[src/rtl/gerenciador_acesso_pkg.sv]
// Shared types, defaults and comparator-input helpers for the access-profile controller.
package gerenciador_acesso_pkg;

  localparam int unsigned SESSION_LEN_DEF = 16;
  localparam int unsigned FUNC_W_DEF      = 3;

  typedef enum logic [1:0] {
    IDLE,
    ARB,
    SESSION,
    DONE
  } estado_t;

  typedef struct packed {
    logic r0;
    logic r1;
    logic diff;
    logic p;
  } snap_t;

  typedef struct packed {
    logic a;
    logic b;
    logic c;
  } cmp_t;

  function automatic cmp_t calc_cmp(input snap_t s);
    cmp_t v;
    v.a = s.r0 & (s.diff | ~s.p);
    v.b = s.r1;
    v.c = s.r0 & s.r1 & s.diff;
    return v;
  endfunction

  // Grants a correct comparator should return for a snapshot: {exp1, exp0}
  function automatic logic [1:0] calc_exp(input snap_t s);
    logic e0;
    logic e1;
    e0 = s.r0 & (s.diff | ~s.p | ~s.r1);
    e1 = s.r1 & (s.diff | s.p | ~s.r0);
    return {e1, e0};
  endfunction

endpackage

[src/rtl/contador_sessao.sv]
// Loadable session down-counter: loads SESSION_LEN-1, decrements on enable, stops at zero.
module contador_sessao
  import gerenciador_acesso_pkg::*;
#(
  parameter int unsigned SESSION_LEN = SESSION_LEN_DEF
) (
  input  logic clk,
  input  logic rst_n,
  input  logic i_load,
  input  logic i_en,
  output logic o_zero_c
);

  localparam int unsigned CNT_W = $clog2(SESSION_LEN);
  localparam logic [CNT_W-1:0] LOAD_VAL = CNT_W'(SESSION_LEN - 1);

  logic [CNT_W-1:0] r_count;

  always_ff @(posedge clk) begin
    if (!rst_n) begin
      r_count <= '0;
    end else if (i_load) begin
      r_count <= LOAD_VAL;
    end else if (i_en && (r_count != '0)) begin
      r_count <= r_count - CNT_W'(1);
    end
  end

  assign o_zero_c = (r_count == '0);

endmodule

[src/rtl/gerenciador_acesso_perfis.sv]
// Initiator-side controller for the two-profile priority comparator and timed access sessions.
// Optional GRANT_CHECK_EN: checks returned grants against the snapshot and flags grant_err.
module gerenciador_acesso_perfis
  import gerenciador_acesso_pkg::*;
#(
  parameter int unsigned SESSION_LEN = SESSION_LEN_DEF,
  parameter int unsigned FUNC_W      = FUNC_W_DEF
) (
  input  logic              clk,
  input  logic              rst_n,
  input  logic              req0,
  input  logic              req1,
  input  logic [FUNC_W-1:0] func0,
  input  logic [FUNC_W-1:0] func1,
  input  logic              prio_sel,
  input  logic              rel0,
  input  logic              rel1,
  output logic              cmp_a,
  output logic              cmp_b,
  output logic              cmp_c,
  input  logic              prioridadefinal0,
  input  logic              prioridadefinal1,
  output logic              acesso0,
  output logic              acesso1,
  output logic              done0,
  output logic              done1,
  output logic              busy,
  output logic              grant_err
);

  estado_t    r_state;
  estado_t    w_state_next;
  cmp_t       r_cmp;
  cmp_t       w_cmp_next;
  logic [1:0] r_acc;
  logic [1:0] w_acc_next;
  logic [1:0] r_gnt;
  logic [1:0] w_gnt_next;
  logic [1:0] r_done;
  logic [1:0] w_done_next;
  logic       r_busy;
  logic       w_load;
  logic       w_en;
  logic       w_cnt_zero;
  logic       w_req_any;
  logic [1:0] w_grants;
  snap_t      w_snap;

  assign w_req_any = req0 | req1;
  assign w_grants  = {prioridadefinal1, prioridadefinal0};
  assign w_snap    = '{r0: req0, r1: req1, diff: (func0 != func1), p: prio_sel};

  contador_sessao #(
    .SESSION_LEN(SESSION_LEN)
  ) u_contador (
    .clk     (clk),
    .rst_n   (rst_n),
    .i_load  (w_load),
    .i_en    (w_en),
    .o_zero_c(w_cnt_zero)
  );

  always_ff @(posedge clk) begin
    if (!rst_n) begin
      r_state <= IDLE;
    end else begin
      r_state <= w_state_next;
    end
  end

  // Next state plus next values of every registered output
  always_comb begin
    w_state_next = r_state;
    w_cmp_next   = r_cmp;
    w_acc_next   = r_acc;
    w_gnt_next   = r_gnt;
    w_done_next  = 2'b00;
    w_load       = 1'b0;
    w_en         = 1'b0;
    case (r_state)
      IDLE: begin
        if (w_req_any) begin
          w_state_next = ARB;
          w_cmp_next   = calc_cmp(w_snap);
        end
      end
      ARB: begin
        if (w_grants != 2'b00) begin
          w_state_next = SESSION;
          w_acc_next   = w_grants;
          w_gnt_next   = w_grants;
          w_load       = 1'b1;
        end else begin
          w_state_next = IDLE;
          w_cmp_next   = '0;
        end
      end
      SESSION: begin
        w_en       = 1'b1;
        w_acc_next = r_acc & ~{rel1, rel0};
        // expiry and last release collapse into one end of session
        if (w_cnt_zero || (w_acc_next == 2'b00)) begin
          w_state_next = DONE;
          w_acc_next   = 2'b00;
          w_done_next  = r_gnt;
        end
      end
      DONE: begin
        w_state_next = IDLE;
        w_cmp_next   = '0;
        w_gnt_next   = 2'b00;
      end
      default: begin
        w_state_next = IDLE;
      end
    endcase
  end

  always_ff @(posedge clk) begin
    if (!rst_n) begin
      r_cmp  <= '0;
      r_acc  <= 2'b00;
      r_gnt  <= 2'b00;
      r_done <= 2'b00;
      r_busy <= 1'b0;
    end else begin
      r_cmp  <= w_cmp_next;
      r_acc  <= w_acc_next;
      r_gnt  <= w_gnt_next;
      r_done <= w_done_next;
      r_busy <= (w_state_next != IDLE);
    end
  end

  assign cmp_a   = r_cmp.a;
  assign cmp_b   = r_cmp.b;
  assign cmp_c   = r_cmp.c;
  assign acesso0 = r_acc[0];
  assign acesso1 = r_acc[1];
  assign done0   = r_done[0];
  assign done1   = r_done[1];
  assign busy    = r_busy;

`ifdef GRANT_CHECK_EN
  snap_t      r_snap;
  logic       r_grant_err;
  logic [1:0] w_exp;

  assign w_exp = calc_exp(r_snap);

  // Sticky flag: comparator disagreed with the grants implied by the snapshot
  always_ff @(posedge clk) begin
    if (!rst_n) begin
      r_snap      <= '0;
      r_grant_err <= 1'b0;
    end else begin
      if ((r_state == IDLE) && w_req_any) begin
        r_snap <= w_snap;
      end
      if ((r_state == ARB) && (w_exp != w_grants)) begin
        r_grant_err <= 1'b1;
      end
    end
  end

  assign grant_err = r_grant_err;
`else
  assign grant_err = 1'b0;
`endif

endmodule

[config.mk]
export PLATFORM = sky130hd
export DESIGN_NAME = gerenciador_acesso_perfis
export DESIGN_NICKNAME = d
export VERILOG_FILES = /design/src/rtl/gerenciador_acesso_pkg.sv /design/src/rtl/contador_sessao.sv /design/src/rtl/gerenciador_acesso_perfis.sv
export SDC_FILE = /design/constraint.sdc
export NUM_CORES = 1
export LEC_CHECK = 0
export CELL_PAD_IN_SITES_DETAIL_PLACEMENT = 2
export CELL_PAD_IN_SITES_GLOBAL_PLACEMENT = 2
export CORE_UTILIZATION = 24
export CTS_BUF_LIST = sky130_fd_sc_hd__clkbuf_8
export CTS_CLUSTER_DIAMETER = 30
export DETAILED_ROUTE_END_ITERATION = 12
export PLACE_DENSITY_LB_ADDON = 0.1
export SLEW_MARGIN = 20
export SYNTH_ARGS = -nofsm -noshare
export SYNTH_HDL_FRONTEND = slang
export SYNTH_HIERARCHICAL = 1
export SYNTH_SLANG_ARGS = --single-unit
export TNS_END_PERCENT = 100
[constraint.sdc]
create_clock -name clk -period 3.58 [get_ports clk]
set_clock_uncertainty 0.1 [all_clocks]
set_input_delay 1.074 -clock clk [delete_from_list [all_inputs] [get_ports clk]]
set_output_delay 1.074 -clock clk [all_outputs]
set_load 0.05 [all_outputs]
======== After elaboration in Yosys (flattened, before gate mapping) ========
Cells that the tools add are included.
word-level totals
  ROM bits ................................ 0
  memories kept ........................... 0
  register bits after elaboration ......... 16
  output and inout port bits .............. 9
  RAM bits ................................ 0
  latch bits .............................. 0
cells by class
  multiply operators ...................... 0
  add/subtract/negate cells ............... 1
  muxes and demuxes ....................... 16
  divide/modulo/power cells ............... 0
  shifts and indexed selects .............. 0
  eq/ne operators ......................... 7
  bitwise gates (word level) .............. 8
  reductions and logical operators ........ 16
  $lt $le $gt $ge ......................... 0
operators by type and width
  kind                                                                count
  2-bit two-way mux                                                   5
  2-bit nonzero test                                                  5
  3-bit case mux with 3 select lines                                  1
  4-bit two-way mux                                                   2
  2-bit case mux with 2 select lines                                  2
  2-bit case mux with 4 select lines                                  1
  3-bit two-way mux                                                   2
  2-bit != test, second input constant                                3
  3-bit AND reduction                                                 2
  2-bit == test, second input constant                                2
  2-bit zero test                                                     2
  4-bit zero test                                                     1
  2-bit AND reduction                                                 2
  4-bit nonzero test                                                  1
  4-bit by 1-bit subtractor with 4-bit output, second input constant  1
  1-bit bitwise AND                                                   3
  1-bit two-way mux                                                   3
  3-bit != test                                                       1
  3-bit nonzero test                                                  1
  2-bit bitwise AND                                                   1
  2-bit by 1-bit == test with 1-bit output, second input constant     1
  2-bit inverter                                                      1
  1-bit bitwise OR                                                    2
  1-bit logical AND                                                   1
  other kinds (2)                                                     2

======== Logic depth before layout (Yosys ltp) ========
Gate-level depths: netlist of the first run.
  word-level depth ........................ 7
  mapped depth ............................ 7

======== Modules after synthesis ========
Netlist of the first run, hierarchy kept.
modules (own cells, without submodules)
  module                     instances  cells each  area an instance (µm²)
  gerenciador_acesso_perfis  1          65          604.3
  contador_sessao            1          24          221.5

======== Least setup slack after synthesis of the first run ========
OpenSTA, ideal clock, no wires.
  path type ............................... input-to-reg
  start ................................... in prioridadefinal1
  end ..................................... reg u_contador.r_count[1]
  data required time ...................... 3361 ps
  path slack .............................. 1608 ps
  buffers on the path ..................... 0
  data arrival time ....................... 1754 ps
  stages .................................. 4
  cells stage by stage .................... o21ai_2 > inv_1 > nand3b_1 > o221a_2
between the ends
  word-level cells in the longest chain between the ends .. 4
ends and longest elaborated chain
  item                                                            line                             RTL
  start: declaration                                              gerenciador_acesso_perfis.sv:22  input logic prioridadefinal1,
  2-bit nonzero test *                                            gerenciador_acesso_perfis.sv:88  if (w_grants != 2'b00) begin
  1-bit two-way mux *                                             gerenciador_acesso_perfis.sv:88
  1-bit two-way mux *                                             gerenciador_acesso_perfis.sv:80  case (r_state)
  via w_load                                                      gerenciador_acesso_perfis.sv:42  logic w_load;
  4-bit two-way mux / 2-bit nonzero test (equally long branches)  n/a
  end signal: assignment                                          contador_sessao.sv:25            r_count <= r_count - CNT_W'(1);
  end: declaration                                                contador_sessao.sv:17            logic [CNT_W-1:0] r_count;
Mark *: on every way through the listed nets, which the timed path passes. The rest lies on a longest branch.
A chain may end at the register's enable or synchronous reset.

======== Worst setup path after layout of the first run ========
  start ................................... reg r_acc[0]
  end ..................................... out acesso0
RTL lines
  item                      line                              RTL
  start: declaration        gerenciador_acesso_perfis.sv:35   logic [1:0] r_acc;
  start signal: assignment  gerenciador_acesso_perfis.sv:128  r_acc <= w_acc_next;
  end: declaration          gerenciador_acesso_perfis.sv:23   output logic acesso0,
No word-level cell between the ends.

==> impl_metrics.sql, run 1 <==
INSERT INTO impl_metrics (metric_group, metric, value, unit) VALUES
('critical_path', 'critical_path_cell_list', 'clkdlybuf4s50_1', ''),
('grt', 'gr-usage-all-layers', '13.8', '%'),
('clock_network', 'h_tree_lvls', '1', ''),
('grt', 'initial_antenna_violation_count', '0', ''),
('synth', 'synth.area.top_cells', 'sky130_fd_sc_hd__dfxtp_1, sky130_fd_sc_hd__nand2b_1, sky130_fd_sc_hd__nor2_1', ''),
('timing', 'setup-violations-final', '0', ''),
('floorplanning', 'num_io_pins', '24', ''),
('synth', 'syn-cell-area', '826', 'um2'),
('floorplanning', 'die_height', '60.7', 'um'),
('timing', 'tightestPinTransition', '0.498', 'ns'),
('power', 'p_int', '328', 'uW'),
('synth', 'post_synth_num_cell_types', '36', ''),
('synth', 'synth_area_per_cell', '9.28', 'um2'),
('critical_path', 'sort_of_element_at_the_end_of_the_critical_path', 'primary output', ''),
('final_layout', 'layout.cell_area.non_filler', '1110', 'um2'),
('synth', 'synth_cells', '89', ''),
('clock_network', 'clk_transition_reported_paths', '0.06', 'ns'),
('route', 'route.antenna.remaining_nets', '0', ''),
('critical_path', 'critical_path_source', 'r_acc[0]', ''),
('placed_design', 'place_area', '1070', 'um2'),
('min_path', 'min_from', 'r_gnt[1]', ''),
('synth', 'synth.largest_area_cell', 'sky130_fd_sc_hd__dfxtp_1', ''),
('power', 'p_total', '477', 'uW'),
('critical_path', 'path_delay_family', 'buffers and inverters', ''),
('timing', 'timing_max_transition_violations_final', '0', ''),
('clock_network', 'postCtsSetupBuffers', '0', ''),
('timing', 'min_period', '2.59', 'ns'),
('synth', 'synth-edff-count', '0', ''),
('placed_design', 'placer_congestion', '0.720', ''),
('timing', 'fraction_of_the_cycle_the_final_worst_path_needs', '72.3', '%'),
('grt', 'grt_max_degree', '11', ''),
('critical_path', 'regToRegStartpoint', 'r_state[1]', ''),
('timing', 'finalHoldViolations', '0', ''),
('grt', 'via_count_of_the_first_global_routing_pass', '777', ''),
('power', 'peakVddDrop', '0.000190', 'V'),
('timing', 'timing.setup.tns', '0', 'ns'),
('placed_design', 'pre_cts_ws', '0.843', 'ns'),
('power', 'combinationalPowerShare', '28.1', '%'),
('route', 'finalWirelength', '2160', 'um'),
('route', 'drt-pass1-iter-count', '3', ''),
('final_layout', 'area.growth.synth_to_final', '34.7', '%'),
('power', 'power.clock.fraction', '28.0', '%'),
('timing', 'postLayoutSetupSlackWorst', '0.993', 'ns'),
('final_layout', 'final_cells', '155', ''),
('critical_path', 'signal_arrival_time_at_the_worst_endpoint', '1.41', 'ns'),
('clock_network', 'cts.hold.buffers_added', '0', ''),
('clock_network', 'tritoncts.num_buffers', '3', ''),
('clock_network', 'cts_tree', 'built', ''),
('power', 'switchingPower', '149', 'uW'),
('route', 'detail_route.vias_per_cell', '4.74', ''),
('grt', 'global_route_wire_length_before_repair', '3710', 'um'),
('power', 'power.switching_fraction', '31.2', '%'),
('clock_network', 'ctsResizeCount', '0', ''),
('floorplanning', 'die-width', '60.7', 'um'),
('power', 'seq_power_share', '43.9', '%'),
('placed_design', 'io_buffer_count', '22', ''),
('flow_run', 'maxCapViolations', '0', ''),
('clock_network', 'cts.sink_count', '16', ''),
('route', 'wl_per_cell', '13.9', 'um'),
('min_path', 'hold_wc_path_type', 'reg -> reg', ''),
('synth', 'share_of_flip_flops_with_an_asynchronous_set_or_reset', '0', '%'),
('critical_path', 'critPathMaxFanout', '3', ''),
('floorplanning', 'die-area', '3680', 'um2'),
('final_layout', 'multiInputGateArea', '453', 'um2'),
('synth', 'post_synthesis_sequential_area_ratio', '38.8', '%'),
('final_layout', 'antenna_cells_inserted', '0', ''),
('critical_path', 'crit_path_top_delay_cell', 'sky130_fd_sc_hd__clkdlybuf4s50_1', ''),
('route', 'initial_drt_markers', '12', ''),
('status', 'outcome', 'completed', ''),
('clock_network', 'clockRootBuffer', 'sky130_fd_sc_hd__clkbuf_8', ''),
('synth', 'synth_warnings', '6', '');
## power by group through the flow
| stage | Sequential, mW | Clock (mW) | Combinational (mW) |
|---|---|---|---|
| 6_report | 0.209 | 0.134 | 0.134 |
| 3_5_place_dp | 0.214 | 0 | 0.136 |
| 3_3_place_gp | 0.213 | 0 | 0.132 |
| 2_1_floorplan | 0.228 | 0 | 0.0728 |
| 5_1_grt | 0.212 | 0.146 | 0.148 |
| 4_1_cts | 0.210 | 0.138 | 0.137 |
## layout make-up
class	instances	area share (%)
well taps	44	4.95
inverters	6	2.02
flip-flops and latches	16	28.8
multi-input cells	64	40.7
clock buffers	3	3.71
repair buffers	22	19.8
## final timing paths
check,endpoint,slack (ns)
worst min register to register,r_done[1],0.38
worst min-delay path,r_done[1],0.38
worst max-delay path,acesso0,0.99
worst max register to register,u_contador/r_count[3],1.61
## placed cells by master (no fill, tap or decap), types with 3 or more instances in the layout
master                            instances
sky130_fd_sc_hd__nor2_1                   8
sky130_fd_sc_hd__xnor2_1                  3
sky130_fd_sc_hd__inv_1                    6
sky130_fd_sc_hd__nor3b_1                  3
sky130_fd_sc_hd__clkbuf_8                 3
sky130_fd_sc_hd__dfxtp_1                 16
sky130_fd_sc_hd__nand2b_1                 6
sky130_fd_sc_hd__o21ai_0                  5
sky130_fd_sc_hd__a21oi_1                  4
sky130_fd_sc_hd__clkdlybuf4s50_1         22
## metal layers
metal  vias to the layer above  routed length (um)  global-route usage (%)  share of wire (%)
met2                        14                1100                    24.5                 51
met1                       354                 974                    17.0                 45
li1                        364                   -                       -                  -
met3                         2                  75                    2.13                3.5
met5                         -                   0                       0                  0
met4                         0                  15                    4.87               0.69
## cell families after synthesis
kind of cell / Yosys count / synth area share (%)
AOI/OAI and AO/OA: 27 / 25.2
other: 1 / 0.454
adders and majority gates: 1 / 1.51
and+or+nand+nor: 32 / 24.5
DFF: 16 / 38.8
buffers and inverters: 9 / 6.36
xor gates and xnor gates: 3 / 3.18
## synthesized netlist by cell type (2+ instances only)
master	number
sky130_fd_sc_hd__nor3_1	2
sky130_fd_sc_hd__nor3b_1	3
sky130_fd_sc_hd__buf_6	2
sky130_fd_sc_hd__a22oi_1	2
sky130_fd_sc_hd__nor3b_2	2
sky130_fd_sc_hd__nand2_1	2
sky130_fd_sc_hd__nand3_1	2
sky130_fd_sc_hd__nand2b_1	6
sky130_fd_sc_hd__nor2_1	8
sky130_fd_sc_hd__o21ai_0	5
sky130_fd_sc_hd__a21oi_1	4
sky130_fd_sc_hd__xnor2_1	3
sky130_fd_sc_hd__a221oi_1	2
sky130_fd_sc_hd__inv_1	6
sky130_fd_sc_hd__dfxtp_1	16
sky130_fd_sc_hd__nor2b_1	2
sky130_fd_sc_hd__o21a_1	2
sky130_fd_sc_hd__o31a_1	2
## state kept, by name, indices dropped and copies added, names as in the netlist
| register | cells |
|---|---|
| r_done | 2 |
| u_contador/r_count | 4 |
| r_acc | 2 |
| cmp_a | 1 |
| busy | 1 |
| r_state | 2 |
| r_gnt | 2 |
| cmp_c | 1 |
| cmp_b | 1 |
(Power assumes the default switching activity.)
==> run 2, diff against run 1 <==
clock period = 2.5 ns   (was 3.58 ns; I/O delays follow)
==> run 2 against run 1 <==
Design area grew 3.9%; global-route usage grew 1.4 points; die area is the same; sequential share of layout area shrank 1.1 points; worst hold slack is essentially flat; largest cell class unchanged.
==> impl_metrics.sql, run 2 (same netlist as run 1, synthesis figures left out) <==
INSERT INTO impl_metrics (metric_group, metric, value, unit) VALUES
('final_layout', 'antenna_cells_inserted', '0', ''),
('critical_path', 'timing.setup.critical_path_class', 'reg -> out', ''),
('clock_network', 'clockRootBuffer', 'sky130_fd_sc_hd__clkbuf_8', ''),
('floorplanning', 'die-area', '3680', 'um2'),
('placed_design', 'place_inst', '156', ''),
('final_layout', 'num-nets-final', '133', ''),
('clock_network', 'ctsResizeCount', '0', ''),
('flow_run', 'maxCapViolations', '0', ''),
('critical_path', 'sort_of_element_at_the_end_of_the_critical_path', 'primary output', ''),
('clock_network', 'cts_tree', 'built', ''),
('final_layout', 'mostFrequentLayoutCells', 'sky130_fd_sc_hd__clkdlybuf4s50_1, sky130_fd_sc_hd__dfxtp_1, sky130_fd_sc_hd__nor2_1', ''),
('placed_design', 'placer_congestion', '0.688', ''),
('final_layout', 'final_cells', '160', ''),
('timing', 'max_freq', '440', 'MHz'),
('timing', 'rsz0062_at_grt', 'no', ''),
('route', 'dr_total_vias', '752', ''),
('placed_design', 'dp_hpwl', '1770', 'um'),
('critical_path', 'path_delay_family', 'buffers and inverters', ''),
('power', 'switchingPower', '221', 'uW'),
('critical_path', 'crit_path_top_delay_cell', 'sky130_fd_sc_hd__clkdlybuf4s50_1', ''),
('timing', 'timing_max_transition_violations_final', '0', ''),
('power', 'power.switching_fraction', '30.3', '%'),
('grt', 'global_route_wire_length_before_repair', '3930', 'um'),
('clock_network', 'worstSkewPairLatency', '0.25', 'ns'),
('final_layout', 'final-seq-area', '320', 'um2'),
('status', 'outcome', 'completed', ''),
('timing', 'max-slew-margin-rel', '66.3', '%'),
('route', 'route.antenna.remaining_nets', '0', ''),
('final_layout', 'area.growth.synth_to_final', '40.0', '%'),
('floorplanning', 'placementRows', '20', ''),
('timing', 'finalHoldViolations', '0', ''),
('power', 'peakVddDrop', '0.000466', 'V'),
('critical_path', 'critical_path_cell_list', 'clkdlybuf4s50_1', ''),
('route', 'detail_route.vias_per_cell', '4.70', ''),
('grt', 'via_count_of_the_first_global_routing_pass', '819', ''),
('power', 'seq_power_share', '40.6', '%'),
('grt', 'gr-usage-all-layers', '15.2', '%'),
('final_layout', 'post-route-util', '36.7', '%'),
('critical_path', 'worst-path-buf-inv', '1', ''),
('floorplanning', 'die_height', '60.7', 'um'),
('clock_network', 'cts.sink_count', '16', ''),
('timing', 'postLayoutSetupSlackWorst', '0.229', 'ns'),
('power', 'power.density', '631', 'nW/um2'),
('final_layout', 'fillCellCount', '374', ''),
('grt', 'globalRoute.totalOverflow', '0', ''),
('placed_design', 'io_buffer_count', '22', ''),
('min_path', 'hold_wc_path_type', 'reg -> reg', ''),
('timing', 'min_period', '2.27', 'ns'),
('route', 'detail_route.drc_violations', '0', ''),
('clock_network', 'postCtsSetupBuffers', '0', ''),
('power', 'p_int', '508', 'uW'),
('timing', 'setup-violations-final', '0', ''),
('timing', 'fraction_of_the_cycle_the_final_worst_path_needs', '90.9', '%'),
('critical_path', 'start_kind', 'flop', ''),
('critical_path', 'required', '1.65', 'ns'),
('placed_design', 'pre_cts_ws', '0.240', 'ns'),
('floorplanning', 'num_io_pins', '24', ''),
('power', 'power_leakage', '0.426', 'nW'),
('final_layout', 'register_name_with_the_most_flops', 'u_contador/r_count', ''),
('critical_path', 'timing.critical_path.depth', '1', ''),
('timing', 'timing.setup.tns', '0', 'ns'),
('route', 'drt-pass1-iter-count', '2', ''),
('power', 'combinationalPowerShare', '27.8', '%'),
('clock_network', 'clk_transition_reported_paths', '0.06', 'ns'),
('clock_network', 'cts_buffer_depth', '2', ''),
('floorplanning', 'die-width', '60.7', 'um'),
('grt', 'grt_max_degree', '11', ''),
('critical_path', 'critPathMaxFanout', '3', ''),
('final_layout', 'layout.cells.most_common', 'sky130_fd_sc_hd__clkdlybuf4s50_1', ''),
('grt', 'initial_antenna_violation_count', '0', ''),
('critical_path', 'cell_depth_of_the_worst_flop_to_flop_path', '4', ''),
('floorplanning', 'core-area', '3150', 'um2'),
('critical_path', 'signal_arrival_time_at_the_worst_endpoint', '1.42', 'ns'),
('power', 'power.clock.fraction', '31.6', '%'),
('timing', 'tightestPinTransition', '0.504', 'ns'),
('final_layout', 'final_layout_size_suffix_gt1_share', '14.7', '%'),
('floorplanning', 'initial_core_util', '26.2', '%'),
('route', 'finalWirelength', '2300', 'um'),
('final_layout', 'multiInputGateArea', '453', 'um2'),
('final_layout', 'largest_register_ffs', '4', ''),
('route', 'initial_drt_markers', '9', ''),
('clock_network', 'cts.hold.buffers_added', '0', ''),
('route', 'wl_per_cell', '14.3', 'um'),
('min_path', 'whs_path_depth', '1', ''),
('clock_network', 'tritoncts.num_buffers', '3', ''),
('clock_network', 'h_tree_lvls', '1', ''),
('timing', 'timing.hold.ws', '0.382', 'ns'),
('critical_path', 'maximum_cell_stage_delay_along_the_critical_path', '0.81', 'ns');
## run 2: cell count changes in the layout (fill, tap and decap cells not counted), sizes merged
cell	change
buf	+4
clkbuf	+1
## run 2: stage by stage
stage	total power, mW	cell area [um2]
after floorplan	0.431	826
after global placement	0.500	1100
after detailed placement	0.507	1100
after CTS	0.744	1160
after global routing	0.774	1160
final	0.729	1160
## run 2: area by class of cell
cell class | instances | area share [%]
inverters | 6 | 1.95
clock buffers | 4 | 4.76
repair buffers | 26 | 21.6
multi-input cells | 64 | 39.2
flip-flops and latches | 16 | 27.7
well taps | 44 | 4.76
## run 2: metal layers
metal	part of all wire [%]	routed length, um	GRT usage [%]
met2	50	1140	26.2
met4	1.4	31	5.84
met5	0	0	0
met3	3.7	85	4.69
met1	45	1040	17.7
## run 2: worst paths after layout
| kind | endpoint | slack, ns | start |
|---|---|---|---|
| setup / recovery | acesso0 | 0.23 | r_acc[0] |
| hold / removal | r_done[1] | 0.38 | r_gnt[1] |
| setup reg to reg | u_contador/r_count[3] | 0.60 | r_state[0] |
| hold reg to reg | r_done[1] | 0.38 | r_gnt[1] |
## run 2: power by group through the flow
stage | Sequential [mW] | Combinational [mW] | Clock [mW]
after floorplan | 0.327 | 0.104 | 0
after global placement | 0.301 | 0.199 | 0
after detailed placement | 0.302 | 0.205 | 0
after CTS | 0.297 | 0.206 | 0.241
after global routing | 0.299 | 0.221 | 0.253
final | 0.296 | 0.203 | 0.231
## run 2: worst reg2reg max path: stages, from the launching register on
cell and delay, ns:
sky130_fd_sc_hd__dfxtp_1 0.41, sky130_fd_sc_hd__nand2b_1 0.24, sky130_fd_sc_hd__inv_1 0.20, sky130_fd_sc_hd__or4b_4 0.50, sky130_fd_sc_hd__o311a_1 0.34
==> run 3, diff against run 2 <==
ABC_CLOCK_PERIOD_IN_PS = 2500   (was unset)
REMOVE_ABC_BUFFERS = 1   (was unset)
==> run 3 against run 2 <==
Clock power shrank 17%; via count down 1.9%; highest routed layer unchanged; critical path type unchanged; cell count is 0.63% lower; sequential cell count is the same; die area unchanged; sequential share of layout area up 0.33 points.
==> impl_metrics.sql, run 3 (same netlist as run 1, synthesis figures left out) <==
INSERT INTO impl_metrics (metric_group, metric, value, unit) VALUES
('clock_network', 'cts_tree', 'built', ''),
('grt', 'global_route_wire_length_before_repair', '3680', 'um'),
('route', 'initial_drt_markers', '7', ''),
('final_layout', 'layout.cell_area.non_filler', '1140', 'um2'),
('clock_network', 'worstSkewPairLatency', '0.24', 'ns'),
('route', 'finalWirelength', '2200', 'um'),
('floorplanning', 'num_io_pins', '24', ''),
('final_layout', 'post-route-util', '36.2', '%'),
('timing', 'finalHoldViolations', '0', ''),
('timing', 'min_period', '2.26', 'ns'),
('final_layout', 'num-nets-final', '133', ''),
('final_layout', 'antenna_cells_inserted', '0', ''),
('timing', 'fraction_of_the_cycle_the_final_worst_path_needs', '90.2', '%'),
('clock_network', 'ctsResizeCount', '0', ''),
('critical_path', 'rrSetupSlack', '0.50', 'ns'),
('critical_path', 'timing.critical_path.depth', '1', ''),
('critical_path', 'cell_depth_of_the_worst_flop_to_flop_path', '4', ''),
('route', 'route.antenna.remaining_nets', '0', ''),
('timing', 'timing_max_transition_violations_final', '0', ''),
('route', 'm1WireLength', '1080', 'um'),
('flow_run', 'maxCapViolations', '0', ''),
('critical_path', 'crit_path_top_delay_cell', 'sky130_fd_sc_hd__clkdlybuf4s50_1', ''),
('route', 'detailroute.wirelength.met2', '1000', 'um'),
('timing', 'max_freq', '443', 'MHz'),
('min_path', 'whs_path_depth', '1', ''),
('floorplanning', 'die_height', '60.7', 'um'),
('final_layout', 'register_name_with_the_most_flops', 'u_contador/r_count', ''),
('timing', 'setup-violations-final', '0', ''),
('clock_network', 'cts.hold.buffers_added', '0', ''),
('final_layout', 'layout.cells.most_common', 'sky130_fd_sc_hd__clkdlybuf4s50_1', ''),
('final_layout', 'final_layout_size_suffix_gt1_share', '13.9', '%'),
('clock_network', 'cts_buffer_depth', '2', ''),
('route', 'drt-pass1-iter-count', '4', ''),
('route', 'met3_wirelength', '108', 'um'),
('clock_network', 'cts.sink_count', '16', ''),
('critical_path', 'path_delay_family', 'buffers and inverters', ''),
('floorplanning', 'initial_core_util', '26.2', '%'),
('power', 'peakVddDrop', '0.000184', 'V'),
('min_path', 'hold_wc_path_type', 'reg -> reg', ''),
('clock_network', 'postCtsSetupBuffers', '0', ''),
('placed_design', 'placer_congestion', '0.679', ''),
('route', 'dr_total_vias', '738', ''),
('final_layout', 'multiInputGateArea', '453', 'um2'),
('grt', 'grt_max_degree', '11', ''),
('grt', 'initial_antenna_violation_count', '0', ''),
('critical_path', 'sort_of_element_at_the_end_of_the_critical_path', 'primary output', ''),
('floorplanning', 'core-area', '3150', 'um2'),
('power', 'power.density', '602', 'nW/um2'),
('power', 'power_leakage', '0.418', 'nW'),
('clock_network', 'clk_transition_reported_paths', '0.06', 'ns'),
('critical_path', 'critical_path_cell_list', 'clkdlybuf4s50_1', ''),
('status', 'outcome', 'completed', ''),
('final_layout', 'area.growth.synth_to_final', '38.3', '%'),
('critical_path', 'required', '1.65', 'ns'),
('grt', 'globalRoute.totalOverflow', '0', ''),
('critical_path', 'signal_arrival_time_at_the_worst_endpoint', '1.41', 'ns'),
('route', 'detail_route.drc_violations', '0', ''),
('timing', 'rsz0062_at_grt', 'no', ''),
('timing', 'max-slew-margin-rel', '65.2', '%'),
('clock_network', 'h_tree_lvls', '1', ''),
('placed_design', 'dp_hpwl', '1780', 'um'),
('critical_path', 'worst-path-buf-inv', '1', ''),
('critical_path', 'critPathMaxFanout', '3', ''),
('placed_design', 'place_area', '1100', 'um2'),
('route', 'wl_per_cell', '13.8', 'um'),
('clock_network', 'clockRootBuffer', 'sky130_fd_sc_hd__clkbuf_8', ''),
('floorplanning', 'die-area', '3680', 'um2'),
('critical_path', 'maximum_cell_stage_delay_along_the_critical_path', '0.82', 'ns'),
('final_layout', 'final-seq-area', '320', 'um2'),
('final_layout', 'mostFrequentLayoutCells', 'sky130_fd_sc_hd__clkdlybuf4s50_1, sky130_fd_sc_hd__dfxtp_1, sky130_fd_sc_hd__nor2_1', ''),
('critical_path', 'start_kind', 'flop', ''),
('route', 'detail_route.vias_per_cell', '4.64', ''),
('floorplanning', 'die-width', '60.7', 'um'),
('final_layout', 'fillCellCount', '369', ''),
('placed_design', 'io_buffer_count', '22', ''),
('grt', 'via_count_of_the_first_global_routing_pass', '789', ''),
('clock_network', 'tritoncts.num_buffers', '3', ''),
('timing', 'timing.setup.tns', '0', 'ns'),
('critical_path', 'timing.setup.critical_path_class', 'reg -> out', ''),
('final_layout', 'largest_register_ffs', '4', ''),
('floorplanning', 'placementRows', '20', ''),
('route', 'routed.top_layer', 'met4', ''),
('grt', 'gr-usage-all-layers', '14.0', '%'),
('timing', 'tightestPinTransition', '0.521', 'ns');
run 3: area by class of cell:
| class | count | area share [%] |
|---|---|---|
| Timing Repair Buffer | 26 | 21.9 |
| Clock buffer | 3 | 3.61 |
| Multi-Input combinational cell | 64 | 39.6 |
| Sequential cell | 16 | 28.0 |
| Tap cell | 44 | 4.82 |
| Inverter | 6 | 1.97 |
run 3: final timing paths:
| path | from | end |
|---|---|---|
| worst min register to register | cmp_c | cmp_c |
| worst max register to register | r_state[1] | u_contador/r_count[3] |
| worst max-delay path | cmp_b | cmp_b |
| worst min-delay path | cmp_c | cmp_c |
run 3: per-stage QoR:
stage	hold WS (ns)	instances	worst slack, ns	power, mW
global placement	0.356	156	0.287	0.499
floorplan	0.355	86	0.757	0.424
global route	0.402	159	0.196	0.732
finish	0.371	159	0.244	0.688
detailed placement	0.366	156	0.260	0.505
CTS	0.381	159	0.229	0.701
run 3: report_power, final:
| group | internal, mW | switching, mW |
|---|---|---|
| combinational | 0.0899 | 0.106 |
| sequential | 0.278 | 0.0215 |
| clock | 0.107 | 0.0854 |
| total | 0.474 | 0.213 |
run 3: layer usage:
layer | up-vias | global-route usage (%)
li1 | 372 | -
met1 | 347 | 18.4
met2 | 17 | 21.8
met3 | 2 | 4.05
met4 | 0 | 4.87
met5 | - | 0
